<file path="src/rtl/pc_gen.sv">
// pc_gen: fetch-head program counter with valid/ready issue, redirect/stall handling and epoch tagging.
// Optional build macro PC_GEN_MISALIGN_TRAP_EN sends misaligned redirect targets to TRAP_VEC.
module pc_gen #(
  parameter int unsigned     XLEN        = 32,
  parameter logic [XLEN-1:0] RESET_PC    = '0,
  parameter int unsigned     INSTR_BYTES = 4,
  parameter logic [XLEN-1:0] TRAP_VEC    = XLEN'(32'h0000_0100)
) (
  input  logic            clk,
  input  logic            rst_n,
  input  logic            stall_i,
  input  logic            redirect_valid_i,
  input  logic [XLEN-1:0] redirect_target_i,
  input  logic            fetch_ready_i,
  output logic [XLEN-1:0] pc_o,
  output logic            pc_valid_o,
  output logic [XLEN-1:0] pc_next_seq_o,
  output logic            epoch_o,
  output logic            misalign_o
);

  localparam int unsigned AlignW = 2;

`ifdef PC_GEN_MISALIGN_TRAP_EN
  localparam bit TrapEn = 1'b1;
`else
  localparam bit TrapEn = 1'b0;
`endif

  typedef enum logic [1:0] {
    BOOT   = 2'd0,
    RUN    = 2'd1,
    BUBBLE = 2'd2
  } state_e;

  state_e          state_q, state_d;
  logic [XLEN-1:0] pc_q, pc_d;
  logic            epoch_q, epoch_d;
  logic            misalign_q, misalign_d;
  logic            fire_c;
  logic            misaligned_c;
  logic [XLEN-1:0] aligned_target_c;

  assign pc_next_seq_o    = pc_q + XLEN'(INSTR_BYTES);
  assign pc_valid_o       = (state_q == RUN) && !stall_i;
  assign fire_c           = pc_valid_o && fetch_ready_i && !stall_i;
  assign misaligned_c     = |redirect_target_i[AlignW-1:0];
  assign aligned_target_c = {redirect_target_i[XLEN-1:AlignW], {AlignW{1'b0}}};

  assign pc_o       = pc_q;
  assign epoch_o    = epoch_q;
  assign misalign_o = misalign_q;

  // State, PC, epoch and trap-flag registers.
  always_ff @(posedge clk or negedge rst_n) begin
    if (!rst_n) begin
      state_q    <= BOOT;
      pc_q       <= RESET_PC;
      epoch_q    <= 1'b0;
      misalign_q <= 1'b0;
    end else begin
      state_q    <= state_d;
      pc_q       <= pc_d;
      epoch_q    <= epoch_d;
      misalign_q <= misalign_d;
    end
  end

  // Redirect outranks stall and the fetch handshake; a same-cycle fire keeps the old epoch.
  always_comb begin
    state_d    = state_q;
    pc_d       = pc_q;
    epoch_d    = epoch_q;
    misalign_d = 1'b0;
    if (redirect_valid_i) begin
      state_d = BUBBLE;
      epoch_d = ~epoch_q;
      if (TrapEn && misaligned_c) begin
        pc_d       = TRAP_VEC;
        misalign_d = 1'b1;
      end else begin
        pc_d = aligned_target_c;
      end
    end else begin
      unique case (state_q)
        BOOT, BUBBLE: state_d = RUN;
        RUN:          state_d = RUN;
        default:      state_d = BOOT;
      endcase
      if (fire_c) begin
        pc_d = pc_next_seq_o;
      end
    end
  end

endmodule

</file>
<file path="config.mk">
export PLATFORM = sky130hd
export DESIGN_NAME = pc_gen
export DESIGN_NICKNAME = d
export VERILOG_FILES = /design/src/rtl/pc_gen.sv
export SDC_FILE = /design/constraint.sdc
export NUM_CORES = 1
export LEC_CHECK = 0
export ABC_AREA = 1
export CAP_MARGIN = 20
export CORE_MARGIN = 1.5
export CORE_UTILIZATION = 45
export CTS_CLUSTER_SIZE = 20
export DETAILED_ROUTE_END_ITERATION = 8
export PLACE_DENSITY = 0.82
export SLEW_MARGIN = 20
export SYNTH_ARGS = -nofsm -noshare
export SYNTH_HDL_FRONTEND = slang
export SYNTH_SLANG_ARGS = --single-unit
</file>
<file path="constraint.sdc">
create_clock -name clk -period 3.2 [get_ports clk]
set_input_delay 0.48 -clock clk [delete_from_list [all_inputs] [get_ports clk]]
set_output_delay 0.48 -clock clk [all_outputs]
set_load 0.05 [all_outputs]
</file>
==> impl_metrics.yaml, run 1 <==
outcome:
  status: "finished, final reports clean"
setup_path:
  r2r-start: "pc_o[3]$_DFFE_PN0P_"
  critPathMaxFanout: 5
  r2r_cells: 10
  reg2reg_slack_ps: 1550
  path_class: "flop to primary output"
  worstPathRequired_ps: 2720
  crit_start: "pc_o[3]$_DFFE_PN0P_"
  worst_setup_path_start_kind: "flop"
  reg2reg_to: "pc_o[24]$_DFFE_PN0P_"
  critPathArrivalTime_ps: 2530
  end_kind: "primary output"
timing:
  setup_violations: 0
  rsz0062_at_grt: "no"
  worst_hold_slack_ps: 448
  fmax_mhz: 332
  worst_pin_slew_ps: 662
  hold_viol: 0
  period_share_pct: 94.1
  finClkSkew_ps: 4.38
  fin_crit_ps: 3010
  drv_slew: 0
  fin_tns_setup_ps: 0
  slew_headroom_pct: 55.7
final_layout:
  final_layout_size_suffix_gt1_share_pct: 6.58
  nNetsFinal: 523
  final_core_util_pct: 69.0
  diodes: 0
  fillCellCount: 453
  area_growth_pct: 45.4
grt:
  grt_overflow_total: 0
  grt_pass1_wl_mm: 12.2
  grt_pass1_vias: 2651
  antenna_found_initial: 0
  grt_use_total_pct: 25.6
  grt_max_degree: 34
floorplanning:
  die-area_um2: 5950
  die_x_um: 77.1
  dieHeight_um: 77.1
  core_um2: 5200
  start_util_pct: 47.5
  rows: 26
  ios: 104
placement:
  port_buffers: 96
  place.gp.congestion: 0.933
  hpwl_mm: 5.43
hold_path:
  worstHoldPathType: "flop to flop"
  whs_endpoint: "state_q[0]$_DFF_PN0_"
  hold_start: "state_q[0]$_DFF_PN0_"
  min_path_cells: 1
power:
  power.leakage_nw: 1.71
  power_per_cell_area_nw_per_um2: 453
  ir_drop_mv: 0.338
  power_mw: 1.63
clock_network:
  hold_buffers: 0
  post_cts_resized: 0
  clk_latency_ps: 290
  path_clk_slew_ps: 70
  cts_max_level: 2
  clkSinkCount: 33
  cts_tree: "done"
  cts_setup_buffers: 0
  cts_buffers: 5
  cts-root-buf: "clkbuf_8"
  clk_path_buf_depth: 2
synthesis:
  synth_area_leaders: "dfrtp_1, nand2_1, inv_1"
  synth_top_area_share_pct: 33.4
  synth_area_um2: 2470
  synth_edf_count: 0
  syn_avg_cell_area_um2: 6.39
  yosysWarnings: 0
  ys_types: 25
  netlist.top_cell.by_area: "dfrtp_1"
  synth-seq-cells: 33
  synth_top_flop_cell: "dfrtp_1"
  synthCells: 387
  async_flop_share_pct: 100
  ys_seq_area_share_pct: 33.4
detailed_routing:
  wl_mm: 6.96
  drt_first_iter_violations: 153
  drcViolationCount: 0
  vias_per_cell: 4.81
  dr.pass1.iters: 4
  num_vias: 2675
  ant_nets: 0
  routedWlPerCell_um: 12.5
flow_run:
  drv_cap: 0
-- kinds of logic after synthesis --
family / after synthesis / share of synthesized area [%]
AOI/OAI and AO/OA: 21 / 4.81
xor gates and xnor gates: 16 / 7.49
adders and majority gates: 1 / 0.506
buffers and inverters: 67 / 11.2
DFF: 33 / 33.4
other: 1 / 0.152
and+or+nand+nor: 248 / 42.4
-- worst max-delay path by stage --
stage | endpoint | slack (ps) | depth (start not counted)
after CTS | pc_next_seq_o[24] | 200 | 8
after floorplan | pc_next_seq_o[14] | 540 | 6
final | pc_next_seq_o[16] | 190 | 7
after global placement | pc_next_seq_o[16] | 550 | 7
after detailed placement | pc_next_seq_o[24] | 520 | 8
after global routing | pc_next_seq_o[28] | 50 | 8
-- cell usage after synthesis, types with 2 or more instances --
cell type	number
and2_1	3
buf_2	5
buf_4	5
clkbuf_1	3
dfrtp_1	33
inv_1	54
nand2_1	178
nand2_2	2
nand3_1	20
nor2_1	31
nor2_2	3
nor2_4	8
o211ai_1	4
o21ai_0	14
xor2_1	9
xor2_2	6
-- where the power goes --
group / switching, mW / total (mW) / internal (mW) / leakage, nW
registers: 0.0650 / 0.528 / 0.463 / 0.399
logic: 0.497 / 0.744 / 0.247 / 1.26
clock network: 0.160 / 0.355 / 0.194 / 0.0542
-- metal layers --
layer | vias up | track usage, % | part of all wire (%)
li1 | 1351 | - | -
met1 | 1211 | 33.0 | 43
met2 | 95 | 42.5 | 48
met3 | 18 | 4.40 | 6.1
met4 | 0 | 10.5 | 3.0
met5 | - | 0 | 0
-- registers in the layout, summed over array words and instances, names as in the netlist --
register	cells
epoch_o	1
state_q	2
pc_o	30
-- layout by cell type (no fill, tap or decap) --
| master | count |
|---|---|
| nor2_4 | 8 |
| nor2_1 | 31 |
| xor2_2 | 6 |
| nand2_2 | 2 |
| nand2_1 | 178 |
| o211ai_1 | 4 |
| a21oi_1 | 1 |
| nand3_1 | 20 |
| a31oi_1 | 1 |
| and2_1 | 3 |
| xnor2_1 | 1 |
| dfrtp_1 | 33 |
| clkdlybuf4s50_1 | 96 |
| clkinv_2 | 1 |
| nor2_2 | 3 |
| o21ai_0 | 14 |
| conb_1 | 5 |
| ha_1 | 1 |
| buf_4 | 4 |
| nand3b_1 | 1 |
| clkbuf_8 | 7 |
| xor2_1 | 9 |
| o21bai_1 | 1 |
| inv_1 | 54 |
| nand2_4 | 1 |
| nor3_1 | 1 |
-- cell type report --
| class | instances | area (um2) | area share, % |
|---|---|---|---|
| Clock buffer | 7 | 96.3 | 2.68 |
| Tap cell | 70 | 87.6 | 2.44 |
| Inverter | 54 | 203 | 5.64 |
| Multi-Input combinational cell | 291 | 1380 | 38.5 |
| Timing Repair Buffer | 100 | 991 | 27.6 |
| Clock inverter | 1 | 5.00 | 0.139 |
| Sequential cell | 33 | 826 | 23.0 |
-- worst max-delay path, stage by stage (launching register included) --
cell,delay (ps)
dfrtp_1,420
ha_1,240
nand2_1,80
nor2_2,130
nand2_1,90
nor2_2,260
xor2_2,200
clkdlybuf4s50_1,830
-- metrics by stage --
stage / std cells / cell area (um2) / worst slack, ps
after CTS: 556 / 3590 / 196
after detailed placement: 548 / 3490 / 516
after floorplan: 391 / 2490 / 544
after global placement: 548 / 3490 / 553
final: 556 / 3590 / 189
after global routing: 556 / 3590 / 49.2
(Power assumes the default switching activity.)
==> run 2: changes to the inputs <==
--- a/config.mk
+++ b/config.mk
@@ -8,10 +8,11 @@
 export ABC_AREA = 1
 export CAP_MARGIN = 20
 export CORE_MARGIN = 1.5
-export CORE_UTILIZATION = 45
+export CORE_UTILIZATION = 47
 export CTS_CLUSTER_SIZE = 20
 export DETAILED_ROUTE_END_ITERATION = 8
-export PLACE_DENSITY = 0.82
+export PLACE_DENSITY = 0.85
+export SKIP_CTS_REPAIR_TIMING = 1
 export SLEW_MARGIN = 20
 export SYNTH_ARGS = -nofsm -noshare
 export SYNTH_HDL_FRONTEND = slang
==> constraint.sdc (replaced) <==
create_clock -name clk -period 3.2 [get_ports clk]
set_input_delay 0.48 -clock clk [delete_from_list [all_inputs] [get_ports clk]]
set_output_delay 0.48 -clock clk [all_outputs]
set_load 0.01 [all_outputs]
==> run 2 against run 1 <==
  * Clock power shrank 13%
  * Largest cell class unchanged
  * Hold slack gained 12 ps
  * Via count grew 0.67%
  * Critical path type unchanged
  * Global-route usage hardly changed
  * Routed wire length shrank 0.73%
  * Highest routed layer unchanged
==> impl_metrics.yaml, run 2 (synthesized netlist as in run 1, its figures left out) <==
clock_network:
  path_clk_slew_ps: 60
  cts_max_level: 2
  cts_buffers: 5
  clkSinkCount: 33
  cts-root-buf: "clkbuf_8"
  clk_latency_ps: 290
  clk_path_buf_depth: 2
  cts_tree: "done"
hold_path:
  worstHoldPathType: "flop to flop"
placement:
  dp_cells: 548
  hpwl_mm: 5.39
  preCtsSetupSlack_ps: 763
  place.gp.congestion: 0.924
  placed_cell_area_um2: 3490
  port_buffers: 96
detailed_routing:
  drt_first_iter_violations: 164
  vias_per_cell: 4.84
  drcViolationCount: 0
  num_vias: 2693
  dr.pass1.iters: 5
  wl_mm: 6.91
  ant_nets: 0
  routedWlPerCell_um: 12.4
power:
  power_mw: 1.30
  power.leakage_nw: 1.69
  ir_drop_mv: 0.281
  power_per_cell_area_nw_per_um2: 363
final_layout:
  area_growth_pct: 44.5
  final_cells: 556
  final_core_util_pct: 70.4
  nNetsFinal: 523
  layout_common_cells: "nand2_1, clkdlybuf4s50_1, inv_1"
  diodes: 0
  final_common_cell: "nand2_1"
  fillCellCount: 441
  post-route-cell-area_um2: 3570
  largest_register_ffs: 30
  final_layout_size_suffix_gt1_share_pct: 5.97
floorplanning:
  die_x_um: 75.5
  dieHeight_um: 75.5
  die-area_um2: 5700
  core_um2: 5070
  rows: 26
  start_util_pct: 48.7
  ios: 104
timing:
  period_share_pct: 86.5
  worst_pin_slew_ps: 653
  setup_violations: 0
  slew_headroom_pct: 56.3
  rsz0062_at_grt: "no"
  worst_hold_slack_ps: 459
  fmax_mhz: 361
  hold_viol: 0
  fin_crit_ps: 2770
  finClkSkew_ps: 6.00
  drv_slew: 0
  fin_ws_ps: 433
  fin_tns_setup_ps: 0
grt:
  antenna_found_initial: 0
  grt_pass1_vias: 2364
  grt_overflow_total: 0
  grt_max_degree: 34
  grt_pass1_wl_mm: 11.0
  grt_use_total_pct: 25.6
setup_path:
  worst_setup_path_start_kind: "flop"
  end_kind: "primary output"
  worstPathRequired_ps: 2720
  critPathArrivalTime_ps: 2290
  path_class: "flop to primary output"
  critPathMaxFanout: 5
flow_run:
  drv_cap: 0
outcome:
  status: "finished, final reports clean"
[run 2: changes by cell type in the layout (fill, tap and decap cells not counted)]
cell / delta
clkbuf_1: +3
clkbuf_8: -2
clkinv_2: -1
[run 2: critical path: stages, from the launching register on]
cell,delay (ps)
dfrtp_1,410
ha_1,240
nand2_1,80
nor2_2,130
nand2_1,80
nor2_2,280
nand3_1,110
nand2_1,110
clkdlybuf4s50_1,550
[run 2: metal layers]
metal	vias to the layer above	routed length [um]	track usage [%]
li1	1338	-	-
met1	1251	3030	34.1
met2	91	3340	42.4
met3	13	400	4.37
met4	0	140	8.73
met5	-	0	0
[run 2: area by class of cell]
class / count / area (um2) / area share, %
inverter: 54 / 203 / 5.68
clock buffer: 8 / 80.1 / 2.24
timing repair buffer: 100 / 991 / 27.8
sequential: 33 / 826 / 23.1
multi-input combinational: 291 / 1380 / 38.8
tap: 70 / 87.6 / 2.45
[run 2: final timing paths]
check                                startpoint              endpoint  slack (ps)  cells after the start
hold reg to reg            state_q[0]$_DFF_PN0_  state_q[0]$_DFF_PN0_         460                      1
min in group asynchronous                 rst_n  pc_o[25]$_DFFE_PN0P_         600                      2
max in group asynchronous                 rst_n   pc_o[3]$_DFFE_PN0P_        2290                      2
hold / removal             state_q[0]$_DFF_PN0_  state_q[0]$_DFF_PN0_         460                      1
setup / recovery            pc_o[3]$_DFFE_PN0P_     pc_next_seq_o[24]         430                      8
setup reg to reg            pc_o[3]$_DFFE_PN0P_  pc_o[24]$_DFFE_PN0P_        1550                     10
[run 2: power breakdown]
part           total, mW  internal, mW  switching [mW]  leakage (nW)
Clock              0.308         0.155           0.154        0.0395
Combinational      0.458         0.248           0.211          1.26
Sequential         0.530         0.463          0.0663         0.399
Total               1.30         0.866           0.431          1.69
==> run 3: changes to the inputs <==
--- a/config.mk
+++ b/config.mk
@@ -5,10 +5,10 @@
 export SDC_FILE = /design/constraint.sdc
 export NUM_CORES = 1
 export LEC_CHECK = 0
-export ABC_AREA = 1
+export ABC_AREA = 0
 export CAP_MARGIN = 20
 export CORE_MARGIN = 1.5
-export CORE_UTILIZATION = 47
+export CORE_UTILIZATION = 46
 export CTS_CLUSTER_SIZE = 20
 export DETAILED_ROUTE_END_ITERATION = 8
 export PLACE_DENSITY = 0.85
==> run 3 against run 2 <==
  * Sequential cell count stayed put
  * Clock power increased by 3%
  * Critical path depth fell by 3
  * Count of clock-buffer cells in the layout shrank 3
  * Design area is 2.7% lower
  * Final cell count down 20%
  * Critical endpoint is now pc_next_seq_o[30]
==> impl_metrics.yaml, run 3 <==
outcome:
  status: "finished, final reports clean"
final_layout:
  area_growth_pct: 46.1
  final_layout_size_suffix_gt1_share_pct: 7.89
  final_common_cell: "clkdlybuf4s50_1"
  final_core_util_pct: 71.6
  largest_register_ffs: 30
  fillCellCount: 395
  diodes: 0
  layout_common_cells: "clkdlybuf4s50_1, nand2_1, dfrtp_1"
  nNetsFinal: 417
timing:
  slew_headroom_pct: 64.6
  fin_tns_setup_ps: 0
  period_share_pct: 96.8
  fin_crit_ps: 3100
  fmax_mhz: 323
  setup_violations: 0
  finClkSkew_ps: 8.79
  worst_pin_slew_ps: 532
  drv_slew: 0
  rsz0062_at_grt: "no"
  hold_viol: 0
power:
  power_per_cell_area_nw_per_um2: 360
  ir_drop_mv: 0.220
  clockPowerShare_pct: 25.3
  seq_power_share_pct: 42.4
  swShare_pct: 32.4
  p_comb_share_pct: 32.3
  power.leakage_nw: 1.27
  p_int_uw: 846
  power.switching_uw: 405
clock_network:
  clkSinkCount: 33
  cts_buffers: 5
  cts_max_level: 2
  cts_tree: "done"
  path_clk_slew_ps: 80
  clk_path_buf_depth: 2
  clk_latency_ps: 290
  cts-root-buf: "clkbuf_8"
synthesis:
  synth_area_um2: 2380
  synth_common_cells: "dfrtp_1, nand2_1, nor2_1, xor2_1"
  synthAdderAreaFrac_pct: 0.526
  synth_top_area_share_pct: 34.7
  post-synth-top-count-cell: "dfrtp_1"
  synthSimpleGateAreaFrac_pct: 29.4
  ys_seq_area_share_pct: 34.7
  synth.mux.area_fraction_pct: 0.421
  yosysWarnings: 0
  synthCells: 288
  synth_top_flop_cell: "dfrtp_1"
  synth-seq-cells: 33
  synth_top_family_by_area: "simple AND/OR/NAND/NOR gates"
  synth_area_leaders: "dfrtp_1, xor2_1, xnor2_1"
  async_flop_share_pct: 100
  synth-compound-area-share_pct: 12.4
  netlist.top_cell.by_area: "dfrtp_1"
  syn_avg_cell_area_um2: 8.25
  ys_types: 37
  synth_edf_count: 0
  synth-xor-area-share_pct: 15.1
setup_path:
  critPathSlowestCell: "or4_1"
  critPathMaxStageDelay_ps: 680
  critPathMaxFanout: 6
  path_class: "flop to primary output"
  crit_family: "simple AND/OR/NAND/NOR gates"
  crit_buf_inv: 1
  worst_setup_path_start_kind: "flop"
  worstPathRequired_ps: 2720
  crit_chain: "nand4_2 > or4_1 > nor3_1 > xor2_1 > clkdlybuf4s50_1"
  critPathArrivalTime_ps: 2620
  end_kind: "primary output"
floorplanning:
  die_x_um: 74.9
  start_util_pct: 49.0
  core_um2: 4850
  rows: 25
  dieHeight_um: 74.9
  ios: 104
  die-area_um2: 5610
grt:
  antenna_found_initial: 0
  grt_max_degree: 34
  grt_pass1_wl_mm: 10.4
  grt_overflow_total: 0
  grt_pass1_vias: 2214
  grt_use_total_pct: 24.0
detailed_routing:
  ant_nets: 0
  vias_per_cell: 5.60
  routedWlPerCell_um: 14.9
  dr.pass1.iters: 5
  drcViolationCount: 0
  wl_mm: 6.67
  drt_first_iter_violations: 173
  num_vias: 2504
flow_run:
  drv_cap: 0
hold_path:
  worstHoldPathType: "flop to flop"
placement:
  hpwl_mm: 4.86
  port_buffers: 96
  place.gp.congestion: 0.815
run 3: cell types whose count changed in the layout (fill, tap and decap cells not counted), sizes merged, moves of 12 or more:
cell / previous run / this run
nand2: 181 / 31
inv: 54 / 5
nor2: 42 / 25
or4: 0 / 17
xnor2: 1 / 17
a31oi: 1 / 15
nand4: 0 / 12
o31ai: 0 / 12
run 3: cell type report:
cell class	count	area (um2)	area share (%)
inverters	5	18.8	0.540
repair buffers	108	1050	30.3
clock inverters	3	17.5	0.504
clock buffers	5	68.8	1.98
well taps	67	83.8	2.41
flip-flops and latches	33	830	23.9
multi-input cells	226	1400	40.4
run 3: per-stage QoR:
stage | instance area [um2] | std cells | setup slack [ps] | power [mW] | hold slack [ps]
3_5_place_dp | 3370 | 439 | 315 | 0.938 | 458
2_1_floorplan | 2390 | 292 | 617 | 0.695 | 184
5_1_grt | 3470 | 447 | 5.93 | 1.32 | 497
3_3_place_gp | 3370 | 439 | 349 | 0.929 | 459
4_1_cts | 3460 | 447 | -5.24 | 1.26 | 478
6_report | 3470 | 447 | 102 | 1.25 | 467
run 3: kinds of logic after synthesis:
| logic type | Yosys count |
|---|---|
| multiplexers | 1 |
| AND/OR/NAND/NOR | 131 |
| buffers and inverters | 33 |
| adder cells (fa/ha/maj) | 1 |
| XOR/XNOR | 41 |
| flip-flops | 33 |
| other | 1 |
| AO/OA/AOI/OAI | 47 |
run 3: path summary, 6_finish.rpt:
| check | start | slack (ps) | depth (start not counted) | end |
|---|---|---|---|---|
| max | pc_o[23]$_DFFE_PN0P_ | 100 | 5 | pc_next_seq_o[30] |
| min | epoch_o$_DFFE_PN0P_ | 470 | 1 | epoch_o$_DFFE_PN0P_ |
| max reg2reg | pc_o[2]$_DFFE_PN0P_ | 970 | 6 | pc_o[24]$_DFFE_PN0P_ |
| min reg2reg | epoch_o$_DFFE_PN0P_ | 470 | 1 | epoch_o$_DFFE_PN0P_ |
| max in group asynchronous | rst_n | 2290 | 2 | pc_o[2]$_DFFE_PN0P_ |
| min in group asynchronous | rst_n | 590 | 2 | pc_o[19]$_DFFE_PN0P_ |
run 3: power by group through the flow:
| stage | sequential (mW) | combinational, mW | clock (mW) |
|---|---|---|---|
| 2_1_floorplan | 0.535 | 0.159 | 0 |
| 3_3_place_gp | 0.532 | 0.397 | 0 |
| 3_5_place_dp | 0.534 | 0.404 | 0 |
| 4_1_cts | 0.528 | 0.406 | 0.322 |
| 5_1_grt | 0.538 | 0.437 | 0.341 |
| 6_report | 0.530 | 0.404 | 0.317 |
run 3: worst register-to-register path, stage by stage, from the launching register on:
cell and delay, ps:
dfrtp_2 430, ha_1 190, nand4_1 120, buf_4 190, or3_1 580, or4_1 480, a31oi_1 170
run 3: per-layer routing:
metal | part of all wire [%] | global-route usage (%)
met5 | 0 | 0
met4 | 0.85 | 7.07
met3 | 9.3 | 7.76
met2 | 47 | 38.8
met1 | 43 | 30.8
